`src/rtl/mem_pkg.sv`:
```
// Shared constants and types for the data-memory access sequencer.
package mem_pkg;
  localparam logic [1:0] ST_NONE = 2'b00;
  localparam logic [1:0] ST_SB   = 2'b01;
  localparam logic [1:0] ST_SH   = 2'b10;
  localparam logic [1:0] ST_SW   = 2'b11;
  localparam logic [2:0] LD_LB   = 3'b100;
  localparam logic [2:0] LD_LH   = 3'b101;
  localparam logic [2:0] LD_LW   = 3'b110;

  typedef enum logic [1:0] {S_IDLE, S_BEAT0, S_BEAT1, S_DONE} state_t;
  typedef enum logic [1:0] {SZ_B, SZ_H, SZ_W} size_t;
  typedef enum logic [1:0] {K_NONE, K_ST, K_LD} kind_t;

  // Store code takes precedence over a load code presented in the same request.
  function automatic kind_t dec_kind(input logic [1:0] st, input logic [2:0] ld);
    if (st != ST_NONE)                                 return K_ST;
    else if (ld == LD_LB || ld == LD_LH || ld == LD_LW) return K_LD;
    else                                               return K_NONE;
  endfunction

  function automatic size_t dec_size(input logic [1:0] st, input logic [2:0] ld);
    if (st != ST_NONE)
      return (st == ST_SB) ? SZ_B : (st == ST_SH) ? SZ_H : SZ_W;
    else
      return (ld == LD_LB) ? SZ_B : (ld == LD_LH) ? SZ_H : SZ_W;
  endfunction
endpackage

```
`src/rtl/mem_access_unit_lane_align.sv`:
```
// Byte-lane alignment: masks, shifted store data, split detect, load extract.
module lane_align
  import mem_pkg::*;
(
  input  logic [1:0]  i_off,
  input  size_t       i_size,
  input  logic [31:0] i_wdata,
  input  logic [31:0] i_lo,
  input  logic [31:0] i_hi,
  output logic [7:0]  o_m8,
  output logic [63:0] o_d64,
  output logic        o_split,
  output logic [31:0] o_ldata
);
  logic [2:0]  w_bytes;
  logic [31:0] w_wsz;
  logic [31:0] w_sh;

  // Size-dependent mask, store data and byte count; load window shift.
  always_comb begin
    w_bytes = 3'd4;
    w_wsz   = i_wdata;
    o_m8    = 8'h0F << i_off;
    o_ldata = 32'h0;
    w_sh    = 32'({i_hi, i_lo} >> {i_off, 3'b000});
    case (i_size)
      SZ_B: begin
        w_bytes = 3'd1;
        w_wsz   = {24'h0, i_wdata[7:0]};
        o_m8    = 8'h01 << i_off;
        o_ldata = {{24{w_sh[7]}}, w_sh[7:0]};
      end
      SZ_H: begin
        w_bytes = 3'd2;
        w_wsz   = {16'h0, i_wdata[15:0]};
        o_m8    = 8'h03 << i_off;
        o_ldata = {{16{w_sh[15]}}, w_sh[15:0]};
      end
      default: o_ldata = w_sh;
    endcase
    o_d64   = {32'h0, w_wsz} << {i_off, 3'b000};
    o_split = ({1'b0, i_off} + w_bytes) > 3'd4;
  end
endmodule

```
`src/rtl/mem_access_unit.sv`:
```
// Sequences byte/half/word accesses into one or two word-aligned bus beats.
module mem_access_unit
  import mem_pkg::*;
#(
  parameter bit IDLE_DONE = 1'b1
) (
  input  logic        clk,
  input  logic        rst_n,
  input  logic        start,
  input  logic [1:0]  st_mode,
  input  logic [2:0]  ld_mode,
  input  logic [31:0] addr,
  input  logic [31:0] wdata,
  output logic        busy,
  output logic        done,
  output logic [31:0] rdata,
  output logic        bus_req,
  output logic        bus_we,
  output logic [31:0] bus_addr,
  output logic [3:0]  bus_be,
  output logic [31:0] bus_wdata,
  input  logic        bus_ready,
  input  logic [31:0] bus_rdata
);
  state_t      r_state, w_next;
  logic [29:0] r_wa;
  logic [1:0]  r_off;
  logic [31:0] r_wdata, r_lo, r_rdata;
  size_t       r_size;
  kind_t       r_kind;
  kind_t       w_kind;
  logic [7:0]  w_m8;
  logic [63:0] w_d64;
  logic        w_split, w_hs, w_b0, w_b1, w_final;
  logic [31:0] w_ldata, w_lo;

  assign w_kind  = dec_kind(st_mode, ld_mode);
  assign w_b0    = (r_state == S_BEAT0);
  assign w_b1    = (r_state == S_BEAT1);
  assign w_hs    = bus_req && bus_ready;
  assign w_final = w_hs && (w_b1 || !w_split);
  // In BEAT0 the low word is arriving now; in BEAT1 it was captured earlier.
  assign w_lo    = w_b0 ? bus_rdata : r_lo;

  lane_align u_align (
    .i_off   (r_off),
    .i_size  (r_size),
    .i_wdata (r_wdata),
    .i_lo    (w_lo),
    .i_hi    (bus_rdata),
    .o_m8    (w_m8),
    .o_d64   (w_d64),
    .o_split (w_split),
    .o_ldata (w_ldata)
  );

  // Bus outputs derive only from registered state; zero outside a beat.
  assign bus_req   = w_b0 || w_b1;
  assign bus_we    = bus_req && (r_kind == K_ST);
  assign bus_addr  = w_b0 ? {r_wa, 2'b00} : w_b1 ? {r_wa + 30'd1, 2'b00} : 32'h0;
  assign bus_be    = w_b0 ? w_m8[3:0] : w_b1 ? w_m8[7:4] : 4'h0;
  assign bus_wdata = (r_kind != K_ST) ? 32'h0 :
                     w_b0 ? w_d64[31:0] : w_b1 ? w_d64[63:32] : 32'h0;
  assign busy      = (r_state != S_IDLE);
  assign done      = (r_state == S_DONE);
  assign rdata     = r_rdata;

  // Next-state logic.
  always_comb begin
    w_next = r_state;
    case (r_state)
      S_IDLE:  if (start) begin
                 if (w_kind != K_NONE) w_next = S_BEAT0;
                 else if (IDLE_DONE)   w_next = S_DONE;
               end
      S_BEAT0: if (w_hs) w_next = w_split ? S_BEAT1 : S_DONE;
      S_BEAT1: if (w_hs) w_next = S_DONE;
      default: w_next = S_IDLE;
    endcase
  end

  // State register.
  always_ff @(posedge clk or negedge rst_n)
    if (!rst_n) r_state <= S_IDLE;
    else        r_state <= w_next;

  // Request latch, low-word capture and load result.
  always_ff @(posedge clk or negedge rst_n) begin
    if (!rst_n) begin
      r_wa    <= '0;
      r_off   <= '0;
      r_wdata <= '0;
      r_size  <= SZ_B;
      r_kind  <= K_NONE;
      r_lo    <= '0;
      r_rdata <= '0;
    end else begin
      if (r_state == S_IDLE && start) begin
        r_wa    <= addr[31:2];
        r_off   <= addr[1:0];
        r_wdata <= wdata;
        r_size  <= dec_size(st_mode, ld_mode);
        r_kind  <= w_kind;
      end
      if (w_b0 && w_hs) r_lo <= bus_rdata;
      if (w_final && r_kind == K_LD) r_rdata <= w_ldata;
    end
  end
endmodule

```
`config.mk`:
```
export PLATFORM = sky130hd
export DESIGN_NAME = mem_access_unit
export DESIGN_NICKNAME = d
export VERILOG_FILES = /design/src/rtl/mem_pkg.sv /design/src/rtl/mem_access_unit_lane_align.sv /design/src/rtl/mem_access_unit.sv
export SDC_FILE = /design/constraint.sdc
export NUM_CORES = 1
export LEC_CHECK = 0
export BUFFER_PORTS_ARGS = -buffer_cell sky130_fd_sc_hd__buf_2
export CAP_MARGIN = 20
export CORE_ASPECT_RATIO = 0.5
export CORE_MARGIN = 5
export CORE_UTILIZATION = 49
export CTS_CLUSTER_SIZE = 8
export DETAILED_ROUTE_END_ITERATION = 12
export GPL_ROUTABILITY_DRIVEN = 0
export HOLD_SLACK_MARGIN = 0.02
export PLACE_DENSITY = 0.77
export SLEW_MARGIN = 5
export SYNTH_ARGS = -nofsm -noshare
export SYNTH_HDL_FRONTEND = slang
export SYNTH_SLANG_ARGS = --single-unit
```
`constraint.sdc`:
```
create_clock -name clk -period 3.05 [get_ports clk]
set_clock_uncertainty 0.15 [all_clocks]
set_input_delay 0.305 -clock clk [delete_from_list [all_inputs] [get_ports clk]]
set_output_delay 0.305 -clock clk [all_outputs]
set_load 0.01 [all_outputs]
```
[Yosys cells after proc, flatten, opt, wreduce, memory -nomap -nowiden]
Index checks and enable logic that the tools add are counted.
Storage, ports and cells
  bits in registers: 134
Operators by class
  $lt $le $gt $ge: 1
  reduce and logical (&&, ||, !) cells: 17
  eq/ne operators: 15
  mux-type cells: 25
  add/sub/neg operators: 2
  shifts and indexed selects: 5
Operators by type and width (count)
  2-to-1 mux 32 bit: 6
  case mux 32 bit (2 select lines): 2
  left shift 32 x 5 -> 64 bit: 1
  right shift 64 x 5 -> 32 bit: 1
  adder 30 x 1 -> 30 bit, second input constant: 1
  2-to-1 mux 2 bit: 11
  case mux 8 bit (2 select lines): 1
  == test 3 bit, second input constant: 3
  == test 2 x 1 -> 1 bit, second input constant: 4
  == test 2 bit, second input constant: 4
  2-to-1 mux 4 bit: 2
  left shift 1 x 2 -> 8 bit, first input constant: 1
  left shift 2 x 2 -> 8 bit, first input constant: 1
  left shift 4 x 2 -> 8 bit, first input constant: 1
  logical AND 1 bit: 6
  != test 2 bit, second input constant: 3
  case mux 2 bit (3 select lines): 1
  case mux 3 bit (2 select lines): 1
  nonzero test 2 bit: 3
  zero test 2 bit: 2
  logical OR 1 bit: 4
  adder 2 x 3 -> 3 bit: 1
  greater-than comparator 3 bit, second input constant: 1
  AND reduction 3 bit: 1
  other kinds (3): 3

[Logic depth before layout (Yosys ltp)]
  word-level depth: 9
  gate-level depth with buffers: 11
  gate-level depth less buffers: 9

[By module]
Synthesis repeated with hierarchy kept, for this count alone.
Second synthesis, totals
  cell total of the unflattened synthesis: 854
  area total of the unflattened synthesis: 8968.6 um2
By module, submodules not included
  mem_access_unit: sequential area each 3353.2 um2, area an instance 6792.8 um2, cells each 576, instances 1
  lane_align: sequential area each 0.0 um2, area an instance 2175.8 um2, cells each 278, instances 1

[Least setup slack after synthesis]
No wires, ideal clock.
  kind: register -> register
  start point: register r_off[1]
  end point: register r_rdata[16], in the netlist rdata[16]
  period minus slack after synthesis: 2.978 ns
  buffers on the path: 4
  cell stages (with the launch flop): 10
  setup slack: 0.072 ns
  arrival time: 2.673 ns
  cells stage by stage: dfrtp_1 -> buf_4 -> clkinv_1 -> buf_2 -> buf_2 -> fa_1 -> a21oi_1 -> a2111oi_4 -> buf_6 -> a41oi_1
On the way
  longest elaborated chain between the ends: 6
  elaborated cells on any way between the ends: 8
  those cells by class: add/sub (1); order compare (1); shift (1); mux (1); reduce/logical (4)
Ends and longest elaborated chain
  from (decl): line mem_access_unit.sv:27  | logic [1:0] r_off;
  from (signal assigned): line mem_access_unit.sv:100  | r_off <= addr[1:0];
  adder 2 x 3 -> 3 bit: line mem_access_unit_lane_align.sv:42  | o_split = ({1'b0, i_off} + w_bytes) > 3'd4;
  greater-than comparator 3 bit: line mem_access_unit_lane_align.sv:42
  zero test 1 bit: line mem_access_unit.sv:41  | assign w_final = w_hs && (w_b1 || !w_split);
  logical OR 1 bit: line mem_access_unit.sv:41
  logical AND 1 bit: line mem_access_unit.sv:41
  logical AND 1 bit: line mem_access_unit.sv:106  | if (w_final && r_kind == K_LD) r_rdata <= w_ldata;
  to (signal assigned): line mem_access_unit.sv:106
  to (decl): line mem_access_unit.sv:28  | logic [31:0] r_wdata, r_lo, r_rdata;
Parallel ways exist; a longest one is shown, timed or not.
A chain may end at the register's enable or synchronous reset.

[Worst setup path in the final report]
  start point: register r_state[0]
  end point: output bus_wdata[7]
On the way
  longest elaborated chain between the ends: 4
  elaborated cells on any way between the ends: 5
  those cells by class: eq/ne (2); mux (3)
Ends and longest elaborated chain
  from (decl): line mem_access_unit.sv:25  | state_t r_state, w_next;
  from (signal assigned): line mem_access_unit.sv:85  | else r_state <= w_next;
  == test 2 bit: line mem_access_unit.sv:39  | assign w_b1 = (r_state == S_BEAT1);
  2-to-1 mux 32 bit: line mem_access_unit.sv:63  | w_b0 ? w_d64[31:0] : w_b1 ? w_d64[63:32] : 32'h0;
  2-to-1 mux 32 bit (*): line mem_access_unit.sv:63
  2-to-1 mux 32 bit (*): line mem_access_unit.sv:62  | assign bus_wdata = (r_kind != K_ST) ? 32'h0 :
  to (decl): line mem_access_unit.sv:21  | output logic [31:0] bus_wdata,
Every way passes the cells marked *; elsewhere a longest branch is shown, timed or not.

==> metrics.md <==
| Metric | Value |
|---|---|
| Grt ovf | 0 |
| Detail Route Antenna Nets | 0 |
| Final setup fails | 2 |
| Largest cells by area after synthesis | dfrtp_1, mux2_2, mux2i_1 |
| Synth async-reset ratio | 100% |
| Yosys reg bits | 134 |
| Sw Ratio | 44.3% |
| CTS Sinks | 134 |
| Placed cell count | between 1,000 and 1,500 |
| Worst slew pin tran | between 0.7 and 0.8 ns |
| Final nets | 1,259 |
| Setup_tns | -0.119 ns |
| Hpwl dp | 18,500 um |
| Post-Syn Instances | ~860 |
| Dpl ws | ~0.24 ns |
| TritonCTS clock tree | yes |
| WS Path Type | reg2out |
| Clk root buf | clkbuf_16 |
| Maxcap violations | 0 |
| Fmax | 319 MHz |
| Relative slew slack | ~47% |
| Comb power frac | a little under three fifths |
| Area growth syn-to-layout | 32.7% |
| Cell area after synthesis | slightly below 0.009 mm2 |
| H-tree levels | 4 |
| Pin count of the biggest net entering global routing | 66 |
| Most common cell after layout, fill and taps aside | buf_2 |
| Pwr/cell area | 1110 mW/mm2 |
| CP Data Required Time | around 2.6 ns |
| Top cell type's share of synthesized area | around 39% |
| Deepest clock path buffer count | 2 |
| IO Port Bufs | 206 |
| Net Switching | 5.67 mW |
| Vias in the first global route | 8,433 |
| Die height | ~100 um |
| Violated checks | setup timing |
| Initial drt markers | 770 |
| Worst skew pair latency | 0.43 ns |
| Die area | 0.0206 mm2 |
| Critical-path top delay cell | a2111oi_1 |
| Fin cells | 1,391 |
| CP peak stage delay | 0.62 ns |
| Via count | 8,252 |
| Hold Vio Cnt, Final | 0 |
| DR WL/cell | just over 20 um |
| Worst path top cell family by delay | compound AO/OA/AOI/OAI gates |
| Initial Util | 49.9% |
| Clock edge transition at the registers on the reported setup and hold paths | 0.06 ns |
| Cell Area, Placed | 0.00991 mm2 |
| Row count | 34 |
| Die width | about 200 um |
| Leak pwr | roughly 5.1 nW |
| WL final | 28,200 um |
| Seq/Total Area, Yosys | 38.6% |
| Worst-path cell chain | inv_1 -> ha_1 -> nand2_1 -> nand2b_1 -> a21oi_1 -> a2111oi_1 -> buf_2 |
| Number of diodes | 0 |
| First-pass GRT wire length | around 45,000 um |
| Hold Path Class | in2reg |
| Residual DRC | 0 |
| WP buf/inv | 2 |
| Yosys cell types | 71 |
| Drt first pass iters | 6 |
| Max-slew violation count | 0 |
| Syn. warnings | 0 |
| Fillers | between 1,000 and 1,500 |
| Top FF cell, synth | dfrtp_1 |
| Via/cell ratio | 5.93 |
| Initial antenna violation count | 0 |
| Core area | 0.0174 mm2 |
| Status | finished, violations left |
| Clk pwr share | 16.2% |
| Tcrit/Tclk final | 103% |
| Post-synthesis area per instance | 10.1 um2 |
| Min cycle time layout | 3.13 ns |
| Worst Setup End Kind | output port |
| Total Routing Usage GR | 26.8% |
| Ratio of cells with drive above 1 in the final layout | between 30% and 40% |
| CTS Buf Count | 17 |
| Final Instance Area | 0.0115 mm2 |
| Seq pwr share | a little over a quarter |
| Yosys top cell by area | dfrtp_1 |
| IO Pins | 209 |
| Most frequent cells in the layout | buf_2, dfrtp_1, mux2_2 |
| Maximum VDD drop | 0.657 mV |
| Setup ws final | -0.0813 ns |
| Internal | 7.13 mW |
| Worst path arrival time | 2.68 ns |
| CP startpoint kind | register |
| Crit path max fanout | 8 |
| Post-synth EDFFs | 0 |
-- repair_timing --
item / 4_1_cts / 5_1_grt
gates resized for setup: 3 / 11
pin swaps: 0 / 2
gates cloned: 0 / 1
hold buffers: 87 / 0
endpoints found under the setup margin: 10 / 24
buffers inserted: 1 / 12
hold endpoints to repair: 129 / 0
-- final cells by class --
class	count	area [um2]	area share (%)
inverter	21	78.8	0.684
timing repair buffer	338	2290	19.9
tap	234	293	2.54
multi-input combinational	632	4920	42.7
clock inverter	14	154	1.34
clock buffer	18	429	3.73
sequential	134	3350	29.1
-- power groups by stage --
stage / Clock, mW / Sequential [mW] / Combinational (mW)
global placement: 0 / 3.41 / 6.63
finish: 2.08 / 3.49 / 7.24
detailed placement: 0 / 3.46 / 6.83
floorplan: 0 / 3.27 / 4.91
global route: 2.18 / 3.58 / 7.82
CTS: 2.11 / 3.44 / 7.00
-- synth_stat cells (all sizes together), types with 2 or more instances --
cell type / n
or4: 13
a22oi: 8
nor4: 2
ha: 9
xnor2: 4
o2111ai: 3
buf: 42
o21ai: 41
clkbuf: 29
a21oi: 65
and2: 3
or2: 9
nand4: 5
inv: 20
nand2: 52
mux4: 16
and3: 7
a41oi: 16
a31oi: 11
nand3: 21
xor2: 3
mux2i: 46
a21o: 2
nor2: 76
nand2b: 9
mux2: 96
a22o: 3
nor3: 11
nor2b: 15
a2111oi: 9
o31ai: 13
a211oi: 7
a2bb2oi: 22
dfrtp: 134
o22a: 3
a21boi: 8
and4: 4
-- cells by family after synthesis --
| kind of cell | count (synthesis) | synth area share, % |
|---|---|---|
| AO/OA/AOI/OAI | 223 | 18.5 |
| AND/OR/NAND/NOR | 231 | 13.1 |
| buffers and inverters | 92 | 5.43 |
| multiplexers | 158 | 22.0 |
| flip-flops | 134 | 38.6 |
| other | 1 | 0.0432 |
| adder cells (fa/ha/maj) | 10 | 1.53 |
| XOR/XNOR | 7 | 0.793 |
-- state kept, by name, summed over array words and instances (netlist names) --
signal	flops
r_kind	2
r_lo	32
r_off	2
r_size	2
r_state	2
r_wa	30
r_wdata	32
rdata	32
-- metal layers --
layer	track usage, %	routed length [um]	part of all wire (%)
met5	0	0	0
met4	11.8	1110	3.9
met3	5.44	2010	7.1
met2	45.2	14000	50
met1	33.2	11000	39
-- path summary, 6_finish.rpt --
path	start	endpoint	slack [ns]	depth (start not counted)
min	bus_rdata[8]	r_lo[8]	0.04	2
max	r_state[0]	bus_wdata[7]	-0.08	7
min reg2reg	r_lo[4]	r_lo[4]	0.33	2
max reg2reg	r_size[0]	rdata[16]	0.20	10
min in group asynchronous	rst_n	r_wdata[27]	0.22	2
max in group asynchronous	rst_n	r_wa[7]	1.79	3
-- stage by stage --
step	util, %	hold slack [ns]	power [mW]
after detailed placement	57.0	0.108	10.3
final	66.2	0.0384	12.8
after global routing	66.2	0.0400	13.6
after CTS	65.4	0.0290	12.5
after global placement	57.0	0.106	10.0
after floorplan	-	-0.141	8.18
(Power assumes the default switching activity.)
